==> config.mk <==
export PLATFORM = sky130hd
export DESIGN_NAME = ssd_multiplex_scanner
export DESIGN_NICKNAME = d
export VERILOG_FILES = /design/src/rtl/ssd_multiplex_scanner.sv
export SDC_FILE = /design/constraint.sdc
export NUM_CORES = 1
export LEC_CHECK = 0
export BUFFER_PORTS_ARGS = -buffer_cell sky130_fd_sc_hd__buf_2
export CAP_MARGIN = 40
export CORE_ASPECT_RATIO = 0.8
export CORE_UTILIZATION = 50
export DETAILED_ROUTE_END_ITERATION = 10
export GPL_ROUTABILITY_DRIVEN = 1
export PLACE_DENSITY = 0.71
export SLEW_MARGIN = 20
export SYNTH_ARGS = -nofsm -noshare
export SYNTH_HDL_FRONTEND = slang
export SYNTH_SLANG_ARGS = --single-unit
export TNS_END_PERCENT = 1
==> constraint.sdc <==
create_clock -name clk -period 6.42 [get_ports clk]
set_input_delay 1.926 -clock clk [delete_from_list [all_inputs] [get_ports clk]]
set_output_delay 1.926 -clock clk [all_outputs]
set_load 0.05 [all_outputs]
==> src/rtl/ssd_multiplex_scanner.sv <==
// Seven-segment scan driver for NUM_DIGITS common-anode digits.
// A slot counter selects each digit for SLOT_CYCLES clocks. The first
// DEAD_CYCLES of every slot keep all anodes off so the previous digit cannot
// ghost. The low PWM_BITS of the slot counter give the brightness PWM phase.
// All display inputs are captured into shadow registers once per frame, so
// the display never shows a mix of old and new data within one frame.
// Optional macro SSD_LEADING_ZERO_BLANK_EN turns on leading-zero suppression.
module ssd_multiplex_scanner #(
  parameter int NUM_DIGITS  = 4,
  parameter int SLOT_CYCLES = 262144,
  parameter int DEAD_CYCLES = 64,
  parameter int PWM_BITS    = 4
) (
  input  logic                                                  clk,
  input  logic                                                  reset,
  input  logic [4*NUM_DIGITS-1:0]                               digit_values,
  input  logic [NUM_DIGITS-1:0]                                 digit_blank,
  input  logic [NUM_DIGITS-1:0]                                 dp_mask,
  input  logic [PWM_BITS-1:0]                                   brightness,
  output logic [NUM_DIGITS-1:0]                                 anodes_n,
  output logic [6:0]                                            cathodes_n,
  output logic                                                  dp_n,
  output logic [((NUM_DIGITS > 1) ? $clog2(NUM_DIGITS) : 1)-1:0] scan_index,
  output logic                                                  frame_done
);

  localparam int IDX_W = (NUM_DIGITS > 1) ? $clog2(NUM_DIGITS) : 1;
  localparam int CNT_W = (SLOT_CYCLES > 1) ? $clog2(SLOT_CYCLES) : 1;
  localparam logic [CNT_W-1:0] LAST_SLOT = CNT_W'(SLOT_CYCLES - 1);
  localparam logic [CNT_W-1:0] DEAD_V    = CNT_W'(DEAD_CYCLES);
  localparam logic [IDX_W-1:0] LAST_IDX  = IDX_W'(NUM_DIGITS - 1);

  logic [CNT_W-1:0]        slot_cnt_q, slot_cnt_d;
  logic [IDX_W-1:0]        idx_q, idx_d;
  logic [4*NUM_DIGITS-1:0] vals_sh_q, vals_sh_d;
  logic [NUM_DIGITS-1:0]   blank_sh_q, blank_sh_d;
  logic [NUM_DIGITS-1:0]   dp_sh_q, dp_sh_d;
  logic [PWM_BITS-1:0]     bright_sh_q, bright_sh_d;
  logic [NUM_DIGITS-1:0]   anodes_n_q, anodes_n_d;
  logic [6:0]              cathodes_n_q, cathodes_n_d;
  logic                    dp_n_q, dp_n_d;
  logic [IDX_W-1:0]        scan_index_q, scan_index_d;
  logic                    frame_done_q, frame_done_d;

  logic                    frame_end;
  logic [NUM_DIGITS-1:0]   lz_vec;
  logic [3:0]              cur_nib;
  logic                    cur_blank, cur_dp, cur_lz, pwm_gate, digit_on;
  logic [6:0]              seg;

  // Slot/digit sequencing and once-per-frame shadow capture.
  always_comb begin
    frame_end   = (slot_cnt_q == LAST_SLOT) && (idx_q == LAST_IDX);
    slot_cnt_d  = slot_cnt_q + 1'b1;
    idx_d       = idx_q;
    vals_sh_d   = vals_sh_q;
    blank_sh_d  = blank_sh_q;
    dp_sh_d     = dp_sh_q;
    bright_sh_d = bright_sh_q;
    if (slot_cnt_q == LAST_SLOT) begin
      slot_cnt_d = '0;
      idx_d      = (idx_q == LAST_IDX) ? '0 : idx_q + 1'b1;
    end
    if (frame_end) begin
      vals_sh_d   = digit_values;
      blank_sh_d  = digit_blank;
      dp_sh_d     = dp_mask;
      bright_sh_d = brightness;
    end
  end

  // Leading-zero suppression mask, built from the top digit downward.
  always_comb begin
    lz_vec = '0;
`ifdef SSD_LEADING_ZERO_BLANK_EN
    begin
      logic chain;
      chain = 1'b1;
      for (int i = NUM_DIGITS - 1; i >= 1; i--) begin
        chain     = chain && (vals_sh_q[4*i +: 4] == 4'h0);
        lz_vec[i] = chain;
      end
    end
`endif
  end

  // Select the current digit's shadow data and build the next output word.
  always_comb begin
    cur_nib   = 4'h0;
    cur_blank = 1'b1;
    cur_dp    = 1'b0;
    cur_lz    = 1'b0;
    for (int i = 0; i < NUM_DIGITS; i++) begin
      if (idx_q == IDX_W'(i)) begin
        cur_nib   = vals_sh_q[4*i +: 4];
        cur_blank = blank_sh_q[i];
        cur_dp    = dp_sh_q[i];
        cur_lz    = lz_vec[i];
      end
    end
    case (cur_nib)
      4'h0:    seg = 7'b0000001;
      4'h1:    seg = 7'b1001111;
      4'h2:    seg = 7'b0010010;
      4'h3:    seg = 7'b0000110;
      4'h4:    seg = 7'b1001100;
      4'h5:    seg = 7'b0100100;
      4'h6:    seg = 7'b0100000;
      4'h7:    seg = 7'b0001111;
      4'h8:    seg = 7'b0000000;
      4'h9:    seg = 7'b0000100;
      4'hA:    seg = 7'b0001000;
      4'hB:    seg = 7'b1100000;
      4'hC:    seg = 7'b0110001;
      4'hD:    seg = 7'b1000010;
      4'hE:    seg = 7'b0110000;
      default: seg = 7'b0111000;
    endcase
    pwm_gate = (bright_sh_q == {PWM_BITS{1'b1}}) ||
               (slot_cnt_q[PWM_BITS-1:0] < bright_sh_q);
    digit_on = (slot_cnt_q >= DEAD_V) && !cur_blank && !cur_lz && pwm_gate;
    for (int i = 0; i < NUM_DIGITS; i++) begin
      anodes_n_d[i] = !(digit_on && (idx_q == IDX_W'(i)));
    end
    cathodes_n_d = digit_on ? seg : 7'h7F;
    dp_n_d       = digit_on ? !cur_dp : 1'b1;
    scan_index_d = idx_q;
    frame_done_d = frame_end;
  end

  // State, shadow and registered-output flops.
  always_ff @(posedge clk or negedge reset) begin
    if (!reset) begin
      slot_cnt_q   <= '0;
      idx_q        <= '0;
      vals_sh_q    <= '0;
      blank_sh_q   <= '1;
      dp_sh_q      <= '0;
      bright_sh_q  <= '0;
      anodes_n_q   <= '1;
      cathodes_n_q <= 7'h7F;
      dp_n_q       <= 1'b1;
      scan_index_q <= '0;
      frame_done_q <= 1'b0;
    end else begin
      slot_cnt_q   <= slot_cnt_d;
      idx_q        <= idx_d;
      vals_sh_q    <= vals_sh_d;
      blank_sh_q   <= blank_sh_d;
      dp_sh_q      <= dp_sh_d;
      bright_sh_q  <= bright_sh_d;
      anodes_n_q   <= anodes_n_d;
      cathodes_n_q <= cathodes_n_d;
      dp_n_q       <= dp_n_d;
      scan_index_q <= scan_index_d;
      frame_done_q <= frame_done_d;
    end
  end

  assign anodes_n   = anodes_n_q;
  assign cathodes_n = cathodes_n_q;
  assign dp_n       = dp_n_q;
  assign scan_index = scan_index_q;
  assign frame_done = frame_done_q;

endmodule

-- Yosys cells after proc, flatten, opt, wreduce, memory -nomap -nowiden
Memory sizes are Yosys's and may differ from the RTL's.
Index checks and enable logic that the tools add are counted.
- add/subtract/negate cells: 2
- magnitude comparators: 2
- equality and inequality tests: 5
- multiplexer cells: 16
- reduce and logical (&&, ||, !) cells: 15
- operators with widths (kind ; number):
    adder 18 x 1 -> 18 bit (second input constant) ; 1
    equality test 18 bit (second input constant) ; 1
    greater-or-equal comparator 18 x 7 -> 1 bit (second input constant) ; 1
    2-to-1 mux 18 bit ; 1
    2-to-1 mux 4 bit ; 4
    2-to-1 mux 1 bit ; 9
    logical AND 1 bit ; 7
    2-to-1 mux 7 bit ; 1
    logical NOT 1 bit ; 6
    equality test 2 bit (second input constant) ; 2
    equality test 4 bit (second input constant) ; 1
    < comparator 4 bit ; 1
    adder 2 x 1 -> 2 bit (second input constant) ; 1
    equality test 2 x 1 -> 1 bit (second input constant) ; 1
    logical NOT 2 bit ; 1
    2-to-1 mux 2 bit ; 1
    logical OR 1 bit ; 1
- register bits: 63
- ROM bits: 112
- output and inout bits: 15
- logic and storage cells: 52
- memories: 1
- memories (memory ; words ; width ; rd ports ; clocked after memory_dff ; write ports ; line ; source):
    (no name shown) ; 16 ; 7 ; 1 ; 0 ; 0 ; 101 ; case (cur_nib)

-- Logic depth before layout (Yosys ltp)
Gate-level depths: netlist (run 1).
- depth in word-level cells: 10
- depth in mapped cells: 11
- depth with buffers taken out: 10

-- Worst setup path before layout (run 1)
Ideal clock, no wire load.
- path kind: reg-to-output
- start: reg anodes_n_q[0] (netlist: anodes_n[0])
- end: out anodes_n[0]
- arrival: 656 ps
- setup slack: 3838 ps
- cell stages (with the launch flop): 1
- path buffers: 0
- cell sequence: dfstp_2
- RTL lines (item ; line ; source):
    start: declaration ; 39 ; logic [NUM_DIGITS-1:0] anodes_n_q, anodes_n_d;
    start signal: assignment ; 152 ; anodes_n_q <= anodes_n_d;
    end: declaration ; 20 ; output logic [NUM_DIGITS-1:0] anodes_n,
No word-level cell between the ends.

-- Worst setup path in the final report (run 1)
- start: reg cathodes_n_q[5] (netlist: cathodes_n[5])
- end: out cathodes_n[5]
- RTL lines (item ; line ; source):
    start: declaration ; 40 ; logic [6:0] cathodes_n_q, cathodes_n_d;
    start signal: assignment ; 153 ; cathodes_n_q <= cathodes_n_d;
    end: declaration ; 21 ; output logic [6:0] cathodes_n,
No word-level cell between the ends.

==> run metrics, run 1 <==
Die W 90.9 um; Req. time, crit path about 4500 ps; n_diodes 0; biggest area consumer among synthesized cells dfrtp_1; RR Endpoint cathodes_n[6]$_DFF_PN1_; final RePlAce weighted congestion 0.829; Worst-Skew Late Latency 340 ps; most common cell after layout, fill and taps aside dfrtp_1; P_leak around 1.8 nW; largest net degree at the start of global routing 64; most frequent cells in the layout dfrtp_1, buf_2, mux2_4; vias in the first global route 1967; crit-path leading delay family flip-flops; CTS tree done; sequential share of the synthesized area 0.505; Syn Inst Count 259; initial DRC count 118; critical path's slowest cell dfstp_2; global-route wire length before repair just under 10 mm; Global Route Usage Sum 0.196; ys flop type dfrtp_1; initial antenna violation count 0; Total Power 0.860 mW; fmax 329 MHz; Setup TNS 0 ps; Core Region 6010 sq um; DIE HEIGHT 73.1 um; status finished, final reports clean; dpl hpwl 4.20 mm; worst min path class reg -> reg; Final Hold Vio Count 0; CP arrival 1110 ps; # resized after CTS 0; CP Class reg -> out; CTS Hold Buffers Added 0; clock skew 15.3 ps; port bufs 44; drt pass-1 iters 4; grt ovf 0; Mean Syn Cell Area 12.2 sq um; post-synthesis async set-or-reset flop share 1.00; worst-path maximum fanout 1; Hold EP scan_index[1]$_DFF_PN0_; reg2reg path depth 8; DIE AREA roughly 6700 sq um; hold_ws 461 ps; Clock Tree Buf Depth 2; Period Utilization, post-route 0.473; Buf/Inv on CP 1; Worst R2R Start idx_q[0]$_DFFE_PN0N_; Non-Filler Instances 393; htree depth 3; Std-Cell Rows 25; DRC Markers 0; Routed WL 6.05 mm; hold path depth 0; crit-path max cell delay 520 ps; post-layout minimum cycle time 3040 ps; PwrDens 233 nW/um^2; Worst VDD drop 151 uV; RSZ-0062 raised after global routing no; MaxCap Viol Count 0; setup violators final 0; Synth Cell Area approximately 3200 sq um; Place WS 3460 ps; average wire per standard cell 15.4 um; crit path from cathodes_n[5]$_DFF_PN1_; max_slew headroom 0.513; area delta synth->final 17.0%; Fill cells 505; synth unique cells 45; post-synthesis net count 304; layout cells sized above 1 0.365; Post-CTS Setup Repair Bufs 0; DR vias/cell 5.29; worst hold start idx_q[1]$_DFFE_PN0N_; Reg2Reg Setup Slack about 3500 ps; Syn. warnings 0; # IOs 45; crit path cell chain buf_2; setup ws final 3380 ps; Synth area leaders dfrtp_1, dfstp_2, mux2_4, ha_1, mux2_2; Critical Path End Type output port; cts bufs inserted 9; max-slew violations 0; Initial Util 0.527; startpoint types flop; EDFF count, synth 0; Sink Count 63; Yosys reg bits 63; Final ANT Viol Nets 0; via count 2078; Inst Count DP 376; final net count 352; Root Buffer clkbuf_8; Slew @ Worst Pin 730 ps; Synth top area share 0.372; CTS clock-pin slew for the worst setup and hold paths about 80 ps
==> routing by layer <==
metal	vias up	routed length, um	global-route usage
met2	42	2710	0.301
met5	-	0	0
met1	1017	3020	0.259
met3	10	229	0.0594
met4	0	93	0.0882
li1	1009	-	-
==> sequential cells by signal, summed over array words and instances (netlist names) <==
register / flops
slot_cnt_q: 18
vals_sh_q: 16
cathodes_n: 7
anodes_n: 4
blank_sh_q: 4
bright_sh_q: 4
dp_sh_q: 4
idx_q: 2
scan_index: 2
dp_n: 1
frame_done: 1
==> synthesized netlist by cell type (2+ instances only) <==
cell	number
dfrtp_1	47
mux2_4	20
nand2_1	17
dfstp_2	16
ha_1	15
inv_1	14
nor2_1	12
mux2_2	10
xnor2_1	10
nand3_1	9
nor2b_1	8
buf_2	7
xor2_1	6
nor3b_1	5
a211oi_1	4
a21oi_1	4
and3_1	4
nand2b_1	4
nand4_1	4
a21o_1	3
nor4_1	3
o211ai_1	3
a211o_1	2
a221oi_1	2
a22o_1	2
and4_1	2
buf_6	2
nand3b_1	2
nand4_4	2
o21ai_0	2
o221ai_1	2
o31ai_1	2
or3_1	2
==> cell type report <==
class,instances,area (sq um),area share
sequential,63,1600,0.432
multi-input combinational,172,1450,0.393
timing repair buffer,47,263,0.0710
clock buffer,13,169,0.0457
tap,81,101,0.0274
clock inverter,3,65.1,0.0176
inverter,14,52.6,0.0142
==> how the worst max path moves through the flow <==
| stage | slack, ps | depth (start not counted) | end |
|---|---|---|---|
| after floorplan | 3840 | 0 | anodes_n[0] |
| after global placement | 3550 | 8 | cathodes_n[3]$_DFF_PN1_ |
| after detailed placement | 3460 | 8 | cathodes_n[3]$_DFF_PN1_ |
| after CTS | 3370 | 1 | anodes_n[1] |
| after global routing | 3080 | 8 | cathodes_n[6]$_DFF_PN1_ |
| final | 3380 | 1 | cathodes_n[5] |
==> cells by family (layout without fill, tap and decap cells) <==
logic type                 Yosys count  count (layout)  synth area share
adders and majority gates           15              15            0.0593
AOI/OAI and AO/OA                   32              32            0.0775
and+or+nand+nor                     78              78             0.144
DFF                                 63              63             0.505
buffers and inverters               24              77            0.0360
muxes                               31              31             0.134
xor gates and xnor gates            16              16            0.0443
==> through the flow <==
step	util	cell area [sq um]
5_1_grt	0.616	3700
2_1_floorplan	-	3160
3_3_place_gp	0.571	3430
3_5_place_dp	0.573	3440
4_1_cts	0.611	3670
6_report	0.616	3700
==> report_power, final <==
group | leakage (nW) | internal [mW] | switching (mW)
sequential | 0.755 | 0.407 | 0.00648
clock | 0.120 | 0.250 | 0.146
combinational | 0.878 | 0.0269 | 0.0233
Power figures use the tool's default switching activity.
==> run 2, diff against run 1 <==
==> constraint.sdc (replaced) <==
create_clock -name clk -period 3.14 [get_ports clk]
set_input_delay 0.942 -clock clk [delete_from_list [all_inputs] [get_ports clk]]
set_output_delay 0.942 -clock clk [all_outputs]
set_load 0.05 [all_outputs]
==> run 2 against run 1 <==
Against the previous run: total power increased by 100%; combinational power increased by 100%; cell area increased by 0.14%; sequential share of layout area decreased by 0.058 points; clock power increased by 100%; clock skew decreased by 7.4 ps; wire length decreased by 0.17%; die area unchanged; sequential cell count unchanged; worst hold slack got worse by 5.0 ps; critical path type is now reg -> reg.
==> run metrics, run 2 (synthesized netlist as in run 1, its figures left out) <==
DIE AREA around 6700 sq um; Total Power 1.76 mW; dpl hpwl 4.14 mm; critical path's slowest cell dfrtp_1; Fill cells 495; sequential power share 0.482; Largest register FFs 18; initial DRC count 129; Initial Util 0.527; clock skew 7.83 ps; RSZ-0062 raised after global routing no; Final ANT Viol Nets 0; status finished, final reports clean; final core occ 0.617; CP Class reg -> reg; P_leak 1.75 nW; Clock Tree Buf Depth 2; Die W around 91 um; CTS tree done; P_int 1.38 mW; Period Utilization, post-route 0.818; max_slew headroom 0.581; Slew @ Worst Pin 629 ps; htree depth 3; n_diodes 0; global-route wire length before repair 10.1 mm; DIE HEIGHT 73.1 um; worst-path maximum fanout 11; average wire per standard cell roughly 15 um; CP arrival 2810 ps; layout cells sized above 1 0.373; final net count 354; # IOs 45; Root Buffer clkbuf_8; Final Cell Area 3700 sq um; Routed WL 6.04 mm; Post-CTS Setup Repair Bufs 0; Worst R2R Start idx_q[1]$_DFFE_PN0N_; Req. time, crit path about 3400 ps; CTS clock-pin slew for the worst setup and hold paths about 70 ps; grt ovf 0; hold_ws 456 ps; crit path from idx_q[1]$_DFFE_PN0N_; MaxCap Viol Count 0; DRC Markers 0; worst hold start idx_q[1]$_DFFE_PN0N_; Buf/Inv on CP 3; # resized after CTS 0; Final Hold Vio Count 0; initial antenna violation count 0; Psw 0.380 mW; startpoint types flop; most common cell after layout, fill and taps aside dfrtp_1; crit path cell chain inv_1 -> ha_1 -> nor2b_1 -> a22oi_1 -> a221oi_1 -> buf_4 -> inv_1 -> ha_1 -> nor2b_1 -> a211oi_1 -> o21ai_0; Clock Power Share 0.460; Critical Path End Type flop; area delta synth->final 17.1%; final RePlAce weighted congestion 0.828; Area after DPL 3470 sq um; crit-path leading delay family compound AO/OA/AOI/OAI gates; Reg with most FFs slot_cnt_q; PwrDens 474 nW/um^2; cts bufs inserted 9; crit-path max cell delay roughly 400 ps; Worst VDD drop about 230 uV; Std-Cell Rows 25; DR vias/cell 5.30; largest net degree at the start of global routing 37; worst min path class reg -> reg; Setup TNS 0 ps; fmax 389 MHz; drt pass-1 iters 4; Sink Count 63; vias in the first global route 2072; via count 2095; setup violators final 0; Core Region 6010 sq um; CTS Hold Buffers Added 0; Global Route Usage Sum 0.204; switching share of power 0.216; Comb pwr share 0.058; Worst-Skew Late Latency 340 ps; port bufs 44; most frequent cells in the layout dfrtp_1, buf_2, mux2_4; post-layout minimum cycle time 2570 ps; max-slew violations 0
## run 2: path summary, 6_finish.rpt
path,to,slack (ps),depth (start not counted)
hold reg to reg,scan_index[1]$_DFF_PN0_,460,0
min in group asynchronous,idx_q[0]$_DFFE_PN0N_,610,1
setup / recovery,cathodes_n[3]$_DFF_PN1_,570,11
hold / removal,scan_index[1]$_DFF_PN0_,460,0
max in group asynchronous,cathodes_n[1]$_DFF_PN1_,1850,2
setup reg to reg,cathodes_n[3]$_DFF_PN1_,570,11
## run 2: worst register-to-register path: stages, from the launching register on
cell and delay [ps]:
dfrtp_1 400, inv_1 80, ha_1 300, nor2b_1 270, a22oi_1 140, a221oi_1 290, buf_4 190, inv_1 80
ha_1 290, nor2b_1 130, a211oi_1 190, o21ai_0 110
## run 2: metrics by stage
stage / cells / setup WS (ps)
2_1_floorplan: 259 / 585
3_3_place_gp: 379 / 722
3_5_place_dp: 379 / 597
4_1_cts: 395 / 554
5_1_grt: 395 / 278
6_report: 395 / 570
## run 2: area by class of cell
class / count / area [sq um] / share of cell area
inverter: 14 / 52.6 / 0.0142
clock buffer: 11 / 151 / 0.0409
tap: 81 / 101 / 0.0274
multi-input combinational: 172 / 1450 / 0.392
clock inverter: 5 / 80.1 / 0.0216
sequential: 63 / 1600 / 0.431
timing repair buffer: 49 / 270 / 0.0729
## run 2: layer usage
layer / GRT usage / routed length [um] / part of all wire / up-vias
li1: - / - / - / 1013
met1: 0.277 / 2990 / 0.49 / 1017
met2: 0.306 / 2670 / 0.44 / 56
met3: 0.0708 / 311 / 0.052 / 9
met4: 0.0723 / 69 / 0.011 / 0
met5: 0 / 0 / 0 / -
## run 2: power groups by stage
stage / clock, mW / sequential, mW / combinational (mW)
after floorplan: 0 / 0.855 / 0.0556
after global placement: 0 / 0.860 / 0.100
after detailed placement: 0 / 0.860 / 0.102
after CTS: 0.831 / 0.846 / 0.104
after global routing: 0.861 / 0.847 / 0.115
final: 0.807 / 0.846 / 0.102
